### src/rtl/axi4_lite_pkg.sv
// Shared AXI4-Lite definitions: response codes and the master sequencing states.
package axi4_lite_pkg;

    localparam logic [1:0] AXI_RESP_OKAY   = 2'b00;
    localparam logic [1:0] AXI_RESP_EXOKAY = 2'b01;
    localparam logic [1:0] AXI_RESP_SLVERR = 2'b10;
    localparam logic [1:0] AXI_RESP_DECERR = 2'b11;

    localparam logic [2:0] AXI_PROT_DEFAULT = 3'b000;

    typedef enum logic [2:0] {
        ST_IDLE         = 3'd0,
        ST_WR_ADDR_DATA = 3'd1,
        ST_WR_RESP      = 3'd2,
        ST_RD_ADDR      = 3'd3,
        ST_RD_DATA      = 3'd4,
        ST_RESPOND      = 3'd5
    } axi4_lite_master_state_t;

endpackage

### src/rtl/axi4_lite_master_basic.sv
// Single-outstanding AXI4-Lite master: one command in, one AXI transaction out, one response back.
// state           | meaning
// ST_IDLE         | req_ready high, waiting for a command
// ST_WR_ADDR_DATA | AW and W offered together, each retired independently
// ST_WR_RESP      | bready high, waiting for the B beat
// ST_RD_ADDR      | arvalid high, waiting for arready
// ST_RD_DATA      | rready high, waiting for the R beat
// ST_RESPOND      | resp_valid high with captured result until resp_ready
module axi4_lite_master_basic
    import axi4_lite_pkg::*;
#(
    parameter int addr_width = 7
) (
    input  logic                  clk,
    input  logic                  rst,

    input  logic                  req_valid,
    output logic                  req_ready,
    input  logic                  req_write,
    input  logic [addr_width-1:0] req_addr,
    input  logic [31:0]           req_wdata,
    input  logic [3:0]            req_wstrb,

    output logic                  resp_valid,
    input  logic                  resp_ready,
    output logic                  resp_write,
    output logic [31:0]           resp_rdata,
    output logic [1:0]            resp_code,
    output logic                  resp_error,

    output logic [addr_width-1:0] m_axi_awaddr,
    output logic [2:0]            m_axi_awprot,
    output logic                  m_axi_awvalid,
    input  logic                  m_axi_awready,

    output logic [31:0]           m_axi_wdata,
    output logic [3:0]            m_axi_wstrb,
    output logic                  m_axi_wvalid,
    input  logic                  m_axi_wready,

    input  logic [1:0]            m_axi_bresp,
    input  logic                  m_axi_bvalid,
    output logic                  m_axi_bready,

    output logic [addr_width-1:0] m_axi_araddr,
    output logic [2:0]            m_axi_arprot,
    output logic                  m_axi_arvalid,
    input  logic                  m_axi_arready,

    input  logic [31:0]           m_axi_rdata,
    input  logic [1:0]            m_axi_rresp,
    input  logic                  m_axi_rvalid,
    output logic                  m_axi_rready
);

    axi4_lite_master_state_t state;

    logic [addr_width-1:0] addr_q;
    logic                  aw_done;
    logic                  w_done;
    logic                  aw_fire;
    logic                  w_fire;

    assign aw_fire = m_axi_awvalid && m_axi_awready;
    assign w_fire  = m_axi_wvalid && m_axi_wready;

    // A single address register serves both channels; only one is ever active.
    assign m_axi_awaddr = addr_q;
    assign m_axi_araddr = addr_q;
    assign m_axi_awprot = AXI_PROT_DEFAULT;
    assign m_axi_arprot = AXI_PROT_DEFAULT;
    assign resp_error   = resp_code[1];

    always_ff @(posedge clk) begin
        if (rst) begin
            state         <= ST_IDLE;
            req_ready     <= 1'b1;
            resp_valid    <= 1'b0;
            resp_write    <= 1'b0;
            resp_rdata    <= 32'h0;
            resp_code     <= AXI_RESP_OKAY;
            addr_q        <= '0;
            m_axi_wdata   <= 32'h0;
            m_axi_wstrb   <= 4'h0;
            m_axi_awvalid <= 1'b0;
            m_axi_wvalid  <= 1'b0;
            m_axi_bready  <= 1'b0;
            m_axi_arvalid <= 1'b0;
            m_axi_rready  <= 1'b0;
            aw_done       <= 1'b0;
            w_done        <= 1'b0;
        end else begin
            case (state)
                ST_IDLE: begin
                    if (req_valid && req_ready) begin
                        req_ready   <= 1'b0;
                        addr_q      <= req_addr;
                        m_axi_wdata <= req_wdata;
                        m_axi_wstrb <= req_wstrb;
                        resp_write  <= req_write;
                        aw_done     <= 1'b0;
                        w_done      <= 1'b0;
                        if (req_write) begin
                            m_axi_awvalid <= 1'b1;
                            m_axi_wvalid  <= 1'b1;
                            state         <= ST_WR_ADDR_DATA;
                        end else begin
                            m_axi_arvalid <= 1'b1;
                            state         <= ST_RD_ADDR;
                        end
                    end
                end
                ST_WR_ADDR_DATA: begin
                    if (aw_fire) begin
                        m_axi_awvalid <= 1'b0;
                        aw_done       <= 1'b1;
                    end
                    if (w_fire) begin
                        m_axi_wvalid <= 1'b0;
                        w_done       <= 1'b1;
                    end
                    // Either channel may retire first, or both on the same edge.
                    if ((aw_done || aw_fire) && (w_done || w_fire)) begin
                        m_axi_bready <= 1'b1;
                        state        <= ST_WR_RESP;
                    end
                end
                ST_WR_RESP: begin
                    if (m_axi_bvalid) begin
                        m_axi_bready <= 1'b0;
                        resp_rdata   <= 32'h0;
                        resp_code    <= m_axi_bresp;
                        resp_valid   <= 1'b1;
                        state        <= ST_RESPOND;
                    end
                end
                ST_RD_ADDR: begin
                    if (m_axi_arready) begin
                        m_axi_arvalid <= 1'b0;
                        m_axi_rready  <= 1'b1;
                        state         <= ST_RD_DATA;
                    end
                end
                ST_RD_DATA: begin
                    if (m_axi_rvalid) begin
                        m_axi_rready <= 1'b0;
                        resp_rdata   <= m_axi_rdata;
                        resp_code    <= m_axi_rresp;
                        resp_valid   <= 1'b1;
                        state        <= ST_RESPOND;
                    end
                end
                ST_RESPOND: begin
                    if (resp_ready) begin
                        resp_valid <= 1'b0;
                        req_ready  <= 1'b1;
                        state      <= ST_IDLE;
                    end
                end
                default: begin
                    state     <= ST_IDLE;
                    req_ready <= 1'b1;
                end
            endcase
        end
    end

endmodule

### config.mk
export PLATFORM = sky130hd
export DESIGN_NAME = axi4_lite_master_basic
export DESIGN_NICKNAME = d
export VERILOG_FILES = /design/src/rtl/axi4_lite_pkg.sv /design/src/rtl/axi4_lite_master_basic.sv
export SDC_FILE = /design/constraint.sdc
export NUM_CORES = 1
export LEC_CHECK = 0
export ABC_AREA = 1
export BUFFER_PORTS_ARGS = -buffer_cell sky130_fd_sc_hd__buf_2
export CORE_ASPECT_RATIO = 0.5
export CORE_MARGIN = 8
export CORE_UTILIZATION = 30
export CTS_BUF_LIST = sky130_fd_sc_hd__clkbuf_4 sky130_fd_sc_hd__clkbuf_8 sky130_fd_sc_hd__clkbuf_16
export CTS_CLUSTER_DIAMETER = 30
export CTS_CLUSTER_SIZE = 30
export DETAILED_ROUTE_END_ITERATION = 6
export GPL_ROUTABILITY_DRIVEN = 0
export HOLD_SLACK_MARGIN = 0.05
export PLACE_DENSITY = 0.58
export SYNTH_ARGS = -nofsm -noshare
export SYNTH_HDL_FRONTEND = slang
export SYNTH_SLANG_ARGS = --single-unit
### constraint.sdc
create_clock -name clk -period 1.25 [get_ports clk]
set_input_delay 0.1875 -clock clk [delete_from_list [all_inputs] [get_ports clk]]
set_output_delay 0.1875 -clock clk [all_outputs]
set_load 0.005 [all_outputs]
==> results of run 1 <==
-- registers in the layout, summed over array words and instances, names as in the netlist, 2 cells and up --
name and cells:
m_axi_wdata 32, m_axi_wstrb 4, state 3, resp_code 2
m_axi_araddr 7, resp_rdata 32
-- report_power, final --
group	leakage (nW)	switching (mW)	total (mW)	internal [mW]
Clock	0.158	1.08	2.87	1.79
Combinational	1.60	2.38	4.32	1.94
Sequential	0.735	0.290	3.67	3.38
-- per-layer routing --
layer,share of wire,vias to the layer above,wire [um],track usage
met2,0.53,81,6150,0.247
met1,0.39,1680,4530,0.144
li1,-,1909,-,-
met5,0,-,0,0
met4,0.020,0,234,0.0518
met3,0.064,16,741,0.0411
-- path summary, 6_finish.rpt --
kind,slack [ps],cells past startpoint,end
worst min register to register,460,2,resp_rdata[4]
worst min-delay path,100,3,resp_rdata[5]
worst max register to register,-50,7,resp_rdata[19]
worst max-delay path,-50,7,resp_rdata[19]
-- cells in the final DEF, fill, tap and decap left out, drive strengths merged --
| master | instances |
|---|---|
| nand4 | 3 |
| nand3b | 1 |
| inv | 14 |
| clkbuf | 11 |
| nand3 | 56 |
| dfxtp | 90 |
| o21ai | 6 |
| clkinv | 4 |
| nand2 | 154 |
| bufinv | 2 |
| a21oi | 86 |
| conb | 6 |
| nor2 | 20 |
| buf | 214 |
-- metrics by stage --
step	util	TNS [ps]	area, um^2	total power, mW	cells
after floorplan	-	0	3650	6.03	479
after global placement	0.410	-1750	4850	7.69	815
after detailed placement	0.410	-2920	4850	7.72	815
after CTS	0.439	-1250	5180	10.7	830
after global routing	0.449	-6630	5300	11.6	832
final	0.449	-1460	5300	10.9	832
-- worst register-to-register path, delay by kind of cell, from the launching register on --
family | cells | cell delay, ps
buffers and inverters | 1 | 170
DFF | 1 | 360
AOI/OAI and AO/OA | 1 | 50
and+or+nand+nor | 5 | 610
-- timing repair --
action	4_1_cts	5_1_grt
hold buffers	0	0
pin swaps	1	5
endpoints found under the setup margin	85	89
gates resized for setup	5	27
cloned	0	1
setup buffers	0	1
-- cell type report --
class | instances | area, um^2 | area share
Sequential cell | 90 | 1810 | 0.342
Tap cell | 165 | 206 | 0.0390
Clock inverter | 5 | 78.8 | 0.0149
Timing Repair Buffer | 215 | 1310 | 0.248
Clock buffer | 10 | 239 | 0.0451
Multi-Input combinational cell | 332 | 1590 | 0.299
Inverter | 15 | 63.8 | 0.0120
-- cell families after synthesis --
family,Yosys count,synth area share
AOI/OAI and AO/OA,92,0.128
buffers and inverters,57,0.0931
DFF,90,0.496
other,1,0.00103
and+or+nand+nor,234,0.282
==> results.cfg, run 1 <==
[run_status]
run_status = finished, violations left
failed_checks = setup timing

[synth]
post-synth-top-area-fraction = 0.496
synth_area_leaders = sky130_fd_sc_hd__dfxtp_1 50%, sky130_fd_sc_hd__nand2_1 16%, sky130_fd_sc_hd__a21oi_1 12%, sky130_fd_sc_hd__nand3_1 7.6%, sky130_fd_sc_hd__buf_4 3.1%
library_cells_used_by_synthesis = 21
ys.warnings.count = 0
synth_seq_cells = 90
post_synth.cell_area_avg_um2 = 7.66
synth_top_cells_by_count = 151 x sky130_fd_sc_hd__nand2_1, 90 x sky130_fd_sc_hd__dfxtp_1, 85 x sky130_fd_sc_hd__a21oi_1
gate_count_of_the_mapped_netlist = 474
post-synth-top-area-cell = sky130_fd_sc_hd__dfxtp_1
netlist_area_um2 = 3630
postSynth.topFlopCell = sky130_fd_sc_hd__dfxtp_1
ys_seq_area_frac = 0.496
synth-async-reset-ratio = 0
yosys.cell_count.top_type = sky130_fd_sc_hd__nand2_1
synth-edff-count = 0

[power_and_ir_drop]
ir_worst_vdd_v = 0.000839
power_per_cell_area_nw_per_um2 = 2050
power.leakage_nw = 2.49

[routing]
drc_errors = 0
via_density = 4.43
detail_route.first_pass.iterations = 6
dr_total_vias = 3686
initial_detailed_routing_violation_count = 157
finalWirelength_mm = 11.7
drt-wirelength-per-cell_um = 14.0
postRouteAntennaNets = 0

[critical_path]
setup.worst_path.start_class = flip-flop
critical_path_buf_inv_count = 1
critical-path-slowest-cell = sky130_fd_sc_hd__dfxtp_4
setup.worst_path.start = state[0]
critPathTopFamily = simple AND/OR/NAND/NOR gates
slowest_delay_ps = 360
kind_of_end_point_of_the_critical_path = flip-flop
cp_common_cell = sky130_fd_sc_hd__nand2_1
crit_required_ps = 1460
crit_chain = nor2_4 -> nand2_1 -> nand2_2 -> nand3_4 -> buf_12 -> nand2_1 -> a21oi_2
timing.critical_path.arrival_ps = 1510
cp_max_fo = 19
worstReg2RegStart = state[0]
critical_path_class = reg -> reg

[floorplanning]
initial_core_util = 0.307
die_area_um2 = 16100
die-height_um = 93.8
row_count = 28
core_um2 = 11800
io_pins = 188
die-width_um = 172

[run]
max-cap-violations = 0

[sta]
maxClockFrequency_mhz = 768
finalMaxSlewViolations = 0
timing.final.crit_share = 1.04
period_needed_ps = 1300
setup_viol_count_final = 64
timing.clock.skew_ps = 8.67
hold_ws_ps = 100
rsz0062_at_grt = yes
postLayoutSetupSlackWorst_ps = -51.8
final-hold-violation-count = 0

[min_path]
min-delay-start = m_axi_rdata[5]
hold_class = in -> reg

[clock_network]
cts_sinks = 90
insertion_delay_to_the_later_sink_of_the_worst_skew_pair_ps = 330
tritoncts_clock_tree = done
htree_levels = 3
clock_tree.root_cell = sky130_fd_sc_hd__clkbuf_16
max-clock-path-buffers = 2
numCtsBuffers = 9
cts.reportedPaths.clkPinSlew_ps = 60

[cells_and_area]
drive_gt1_frac = 0.402
num_antenna_cells = 0
syn2layout_area_growth_pct = 45.9
num-fill-cells = 1243
design.final.nets = 752

[placement]
place.detailed.hpwl_mm = 8.71
dp_worst_setup_slack_ps = -104
port_buffers = 181

[grt]
groute.usage.overall = 0.134
grt_max_degree = 45
via_count_of_the_first_global_routing_pass = 3553
antenna_found_initial = 0
grt_pass1_wl_mm = 17.5
final_global_route_overflow_total = 0
(Power assumes the default switching activity.)
==> run 2: changes to the inputs <==
Settings changed: CORE_UTILIZATION 30 to 41, PLACE_DENSITY 0.58 to 0.75.
==> results.cfg, run 2 (same netlist as run 1, synthesis figures left out) <==
[run_status]
run_status = finished, violations left
failed_checks = setup timing

[power_and_ir_drop]
cellInternalPower_mw = 7.15
pwr-share-clk = 0.266
combinationalPowerShare = 0.398
power.leakage_nw = 2.52
seqPwrFrac = 0.336
total_power_mw = 10.9
p_switching_mw = 3.77
ir_worst_vdd_v = 0.00121
switching_share = 0.345
power_per_cell_area_nw_per_um2 = 2060

[clock_network]
tritoncts_clock_tree = done
clock_tree.root_cell = sky130_fd_sc_hd__clkbuf_16
hold_buffers = 0
max-clock-path-buffers = 2
numCtsBuffers = 9
cts.reportedPaths.clkPinSlew_ps = 70
htree_levels = 3
insertion_delay_to_the_later_sink_of_the_worst_skew_pair_ps = 330
cts_sinks = 90

[cells_and_area]
syn2layout_area_growth_pct = 45.9
commonest_cells_after_routing_fill_and_taps_aside = 181 x sky130_fd_sc_hd__buf_2, 138 x sky130_fd_sc_hd__nand2_1, 87 x sky130_fd_sc_hd__dfxtp_1
num_antenna_cells = 0
drive_gt1_frac = 0.420
design.final.nets = 758
mostFrequentLayoutCell = sky130_fd_sc_hd__buf_2

[critical_path]
timing.critical_path.arrival_ps = 1580
critical_path_class = reg -> reg
crit_required_ps = 1510
setup.worst_path.start_class = flip-flop
kind_of_end_point_of_the_critical_path = flip-flop
cp_max_fo = 20

[floorplanning]
die-height_um = 82.5
core_um2 = 8650
die-width_um = 149
io_pins = 188
row_count = 24
initial_core_util = 0.420
die_area_um2 = 12300

[sta]
timing.clock.skew_ps = 7.77
finalMaxSlewViolations = 0
postLayoutSetupSlackWorst_ps = -62.9
maxClockFrequency_mhz = 762
period_needed_ps = 1310
setup_viol_count_final = 84
final-hold-violation-count = 0
timing.final.crit_share = 1.05
rsz0062_at_grt = yes

[grt]
antenna_found_initial = 0
grt_pass1_wl_mm = 17.5
final_global_route_overflow_total = 0
grt_max_degree = 27
groute.usage.overall = 0.176
via_count_of_the_first_global_routing_pass = 3621

[placement]
port_buffers = 181
place.detailed.hpwl_mm = 8.34
dp_worst_setup_slack_ps = -122

[routing]
drt-wirelength-per-cell_um = 14.4
dr_total_vias = 3807
finalWirelength_mm = 11.4
via_density = 4.81
initial_detailed_routing_violation_count = 195
detail_route.first_pass.iterations = 4
postRouteAntennaNets = 0
drc_errors = 0

[run]
max-cap-violations = 0

[min_path]
hold_class = in -> reg
==> run 2: changes by cell type in the layout (fill, tap and decap cells not counted), moves of 2 or more <==
| cell | change |
|---|---|
| sky130_fd_sc_hd__a21oi_1 | -2 |
| sky130_fd_sc_hd__a21oi_2 | +2 |
| sky130_fd_sc_hd__buf_6 | -2 |
| sky130_fd_sc_hd__buf_4 | +8 |
| sky130_fd_sc_hd__clkinv_4 | -2 |
| sky130_fd_sc_hd__nand2_2 | +6 |
| sky130_fd_sc_hd__nand2_1 | -6 |
==> run 2: cell type report <==
cell class	instances	area (um^2)
Sequential cell	90	1810
Clock inverter	5	77.6
Fill cell	764	3350
Clock buffer	11	246
Tap cell	117	146
Timing Repair Buffer	221	1340
Multi-Input combinational cell	332	1610
Inverter	15	58.8
==> run 2: what timing repair did <==
action,CTS,global route
resized for setup,22,21
gates cloned,0,0
pin swaps,5,6
endpoints found under the setup margin,90,90
buffers inserted,2,2
==> run 2: worst paths after layout <==
kind | startpoint | endpoint | slack, ps | cells past startpoint
hold / removal | m_axi_rdata[22] | resp_rdata[22] | 90 | 3
setup / recovery | state[2] | resp_rdata[28] | -60 | 7
setup reg to reg | state[2] | resp_rdata[28] | -60 | 7
hold reg to reg | resp_rdata[13] | resp_rdata[13] | 450 | 2
==> run 2: per-stage QoR <==
step | std cells | instance area (um^2) | utilization | setup TNS [ps] | hold WS (ps)
after floorplan | 479 | 3650 | - | 0 | 335
after global placement | 771 | 4800 | 0.555 | -3140 | 440
after detailed placement | 771 | 4800 | 0.555 | -5690 | 445
after CTS | 789 | 5210 | 0.603 | -1350 | 87.4
after global routing | 791 | 5300 | 0.612 | -8940 | 90.2
final | 791 | 5300 | 0.612 | -2340 | 94.0
==> run 2: worst max-delay path: stages, from the launching register on <==
cell and delay, ps:
sky130_fd_sc_hd__dfxtp_4 370, sky130_fd_sc_hd__buf_12 130, sky130_fd_sc_hd__nor2_4 130, sky130_fd_sc_hd__nand3b_4 120, sky130_fd_sc_hd__nand3_4 130, sky130_fd_sc_hd__buf_12 160
sky130_fd_sc_hd__nand2_1 70, sky130_fd_sc_hd__a21oi_2 120
==> run 2: power by group through the flow <==
| stage | clock network (mW) | logic, mW | registers, mW |
|---|---|---|---|
| 2_1_floorplan | 0 | 2.27 | 3.76 |
| 3_3_place_gp | 0 | 3.87 | 3.69 |
| 3_5_place_dp | 0 | 3.92 | 3.70 |
| 4_1_cts | 2.97 | 4.20 | 3.67 |
| 5_1_grt | 3.09 | 4.79 | 3.73 |
| 6_report | 2.90 | 4.35 | 3.67 |
==> run 2: metal layers <==
layer | vias up | part of all wire | global-route usage
li1 | 1918 | - | -
met3 | 21 | 0.065 | 0.0555
met1 | 1756 | 0.38 | 0.184
met2 | 112 | 0.54 | 0.334
met4 | 0 | 0.017 | 0.0669
met5 | - | 0 | 0
==> run 3: changes to the inputs <==
Settings changed: CORE_UTILIZATION 41 to 45, PLACE_DENSITY 0.75 to 0.79.
Clock period 1.25 ns to 1.29 ns, I/O delays scaled along.
==> results.cfg, run 3 (same netlist as run 1, synthesis figures left out) <==
[routing]
drt-wirelength-per-cell_um = 14.2
detail_route.first_pass.iterations = 4
finalWirelength_mm = 11.1
drc_errors = 0
initial_detailed_routing_violation_count = 269
via_density = 4.82
dr_total_vias = 3747
postRouteAntennaNets = 0

[clock_network]
clock_tree.root_cell = sky130_fd_sc_hd__clkbuf_16
max-clock-path-buffers = 2
insertion_delay_to_the_later_sink_of_the_worst_skew_pair_ps = 330
cts_sinks = 90
tritoncts_clock_tree = done
hold_buffers = 0
htree_levels = 3
numCtsBuffers = 9
cts.reportedPaths.clkPinSlew_ps = 60

[floorplanning]
die-height_um = 79.5
core_um2 = 7910
io_pins = 188
die-width_um = 143
row_count = 23
initial_core_util = 0.459
die_area_um2 = 11400

[critical_path]
critical-path-slowest-cell = sky130_fd_sc_hd__dfxtp_4
critical_path_class = reg -> reg
crit_chain = buf_12 -> nor2_4 -> nand2_2 -> nand2_2 -> nand3_4 -> buf_12 -> nand2_1 -> a21oi_1
slowest_delay_ps = 370
timing.reg2reg.setup_slack_ps = -7
setup.worst_path.start_class = flip-flop
crit_required_ps = 1500
rr_endpoint = resp_rdata[31]
timing.critical_path.arrival_ps = 1510
kind_of_end_point_of_the_critical_path = flip-flop
worstReg2RegStart = state[2]
cp_max_fo = 20
r2r.worst_path.cells = 8

[sta]
period_needed_ps = 1300
rsz0062_at_grt = yes
postLayoutSetupSlackWorst_ps = -7.26
timing.clock.skew_ps = 6.95
maxClockFrequency_mhz = 771
setup_viol_count_final = 7
finalMaxSlewViolations = 0
timing.setup.tns_ps = -14.8
final-hold-violation-count = 0
timing.final.crit_share = 1.01

[grt]
grt_max_degree = 40
final_global_route_overflow_total = 0
groute.usage.overall = 0.180
grt_pass1_wl_mm = 16.9
via_count_of_the_first_global_routing_pass = 3602
antenna_found_initial = 0

[placement]
place.detailed.hpwl_mm = 7.95
port_buffers = 181
dp_worst_setup_slack_ps = -86.9

[min_path]
hold_class = in -> reg
min-delay-start = m_axi_rdata[10]
timing.hold.worst_path_depth = 3
timing.hold.worst_endpoint = resp_rdata[10]

[run_status]
run_status = finished, violations left
failed_checks = setup timing

[cells_and_area]
syn2layout_area_growth_pct = 42.4
drive_gt1_frac = 0.386
num_antenna_cells = 0
mostFrequentLayoutCell = sky130_fd_sc_hd__buf_2
commonest_cells_after_routing_fill_and_taps_aside = 181 x sky130_fd_sc_hd__buf_2, 146 x sky130_fd_sc_hd__nand2_1, 87 x sky130_fd_sc_hd__dfxtp_1
num-fill-cells = 677
design.final.nets = 750

[power_and_ir_drop]
ir_worst_vdd_v = 0.000937
power_per_cell_area_nw_per_um2 = 2000
power.leakage_nw = 2.48

[run]
max-cap-violations = 0
## run 3: cell types whose count changed in the layout (fill, tap and decap cells not counted), moves of 2 or more
cell and delta:
sky130_fd_sc_hd__o21ai_0 +2, sky130_fd_sc_hd__a21oi_1 +8, sky130_fd_sc_hd__buf_4 -10, sky130_fd_sc_hd__buf_6 +3, sky130_fd_sc_hd__buf_12 -2, sky130_fd_sc_hd__nand2_1 +8, sky130_fd_sc_hd__nand2_2 -9, sky130_fd_sc_hd__a21oi_2 -8
## run 3: stage by stage
stage | instance area (um^2) | std cells | hold slack [ps] | utilization | power [mW]
global route | 5170 | 778 | 107 | 0.653 | 11.0
global placement | 4740 | 758 | 443 | 0.599 | 7.24
detailed placement | 4740 | 758 | 448 | 0.599 | 7.31
CTS | 5060 | 774 | 97.5 | 0.639 | 10.1
finish | 5170 | 778 | 115 | 0.653 | 10.4
floorplan | 3650 | 479 | 341 | - | 5.84
## run 3: worst max-delay path by stage
stage / from / endpoint / slack, ps / depth (start not counted)
global placement: state[2] / resp_code[1] / -10 / 8
CTS: state[2] / resp_rdata[4] / -20 / 8
floorplan: state[2] / state[2] / 60 / 7
global route: state[2] / resp_rdata[29] / -90 / 8
detailed placement: state[0] / state[2] / -90 / 9
finish: state[2] / resp_rdata[31] / -7 / 8
## run 3: metal layers
layer / wire length (um) / track usage / share of wire / up-vias
met5: 0 / 0 / 0 / -
met4: 242 / 0.0705 / 0.022 / 0
met3: 797 / 0.0531 / 0.072 / 16
met2: 5650 / 0.321 / 0.51 / 138
met1: 4370 / 0.200 / 0.40 / 1684
li1: - / - / - / 1909
## run 3: report_power, final
part           total [mW]  internal (mW)  leakage, nW  switching [mW]
combinational        4.12           1.86         1.59            2.27
sequential           3.57           3.28        0.735           0.287
clock                2.68           1.63        0.156            1.05
## run 3: timing repair
| action | in CTS | in global routing |
|---|---|---|
| resized for setup | 5 | 18 |
| pin swaps | 1 | 2 |
| cloned | 0 | 2 |
| setup endpoints to repair | 55 | 88 |
| setup buffers | 0 | 2 |
## run 3: worst max-delay path: cells and delay by family, from the launching register on
family | cells | cell delay (ps)
buf+inv | 2 | 300
compound gates | 1 | 60
flops | 1 | 370
simple gates | 5 | 450
## run 3: area by class of cell
| cell class | count | area (um^2) | area share |
|---|---|---|---|
| Clock buffer | 12 | 260 | 0.0503 |
| Clock inverter | 4 | 48.8 | 0.00944 |
| Inverter | 15 | 63.8 | 0.0123 |
| Multi-Input combinational cell | 332 | 1560 | 0.301 |
| Sequential cell | 90 | 1810 | 0.351 |
| Tap cell | 112 | 140 | 0.0271 |
| Timing Repair Buffer | 213 | 1290 | 0.249 |
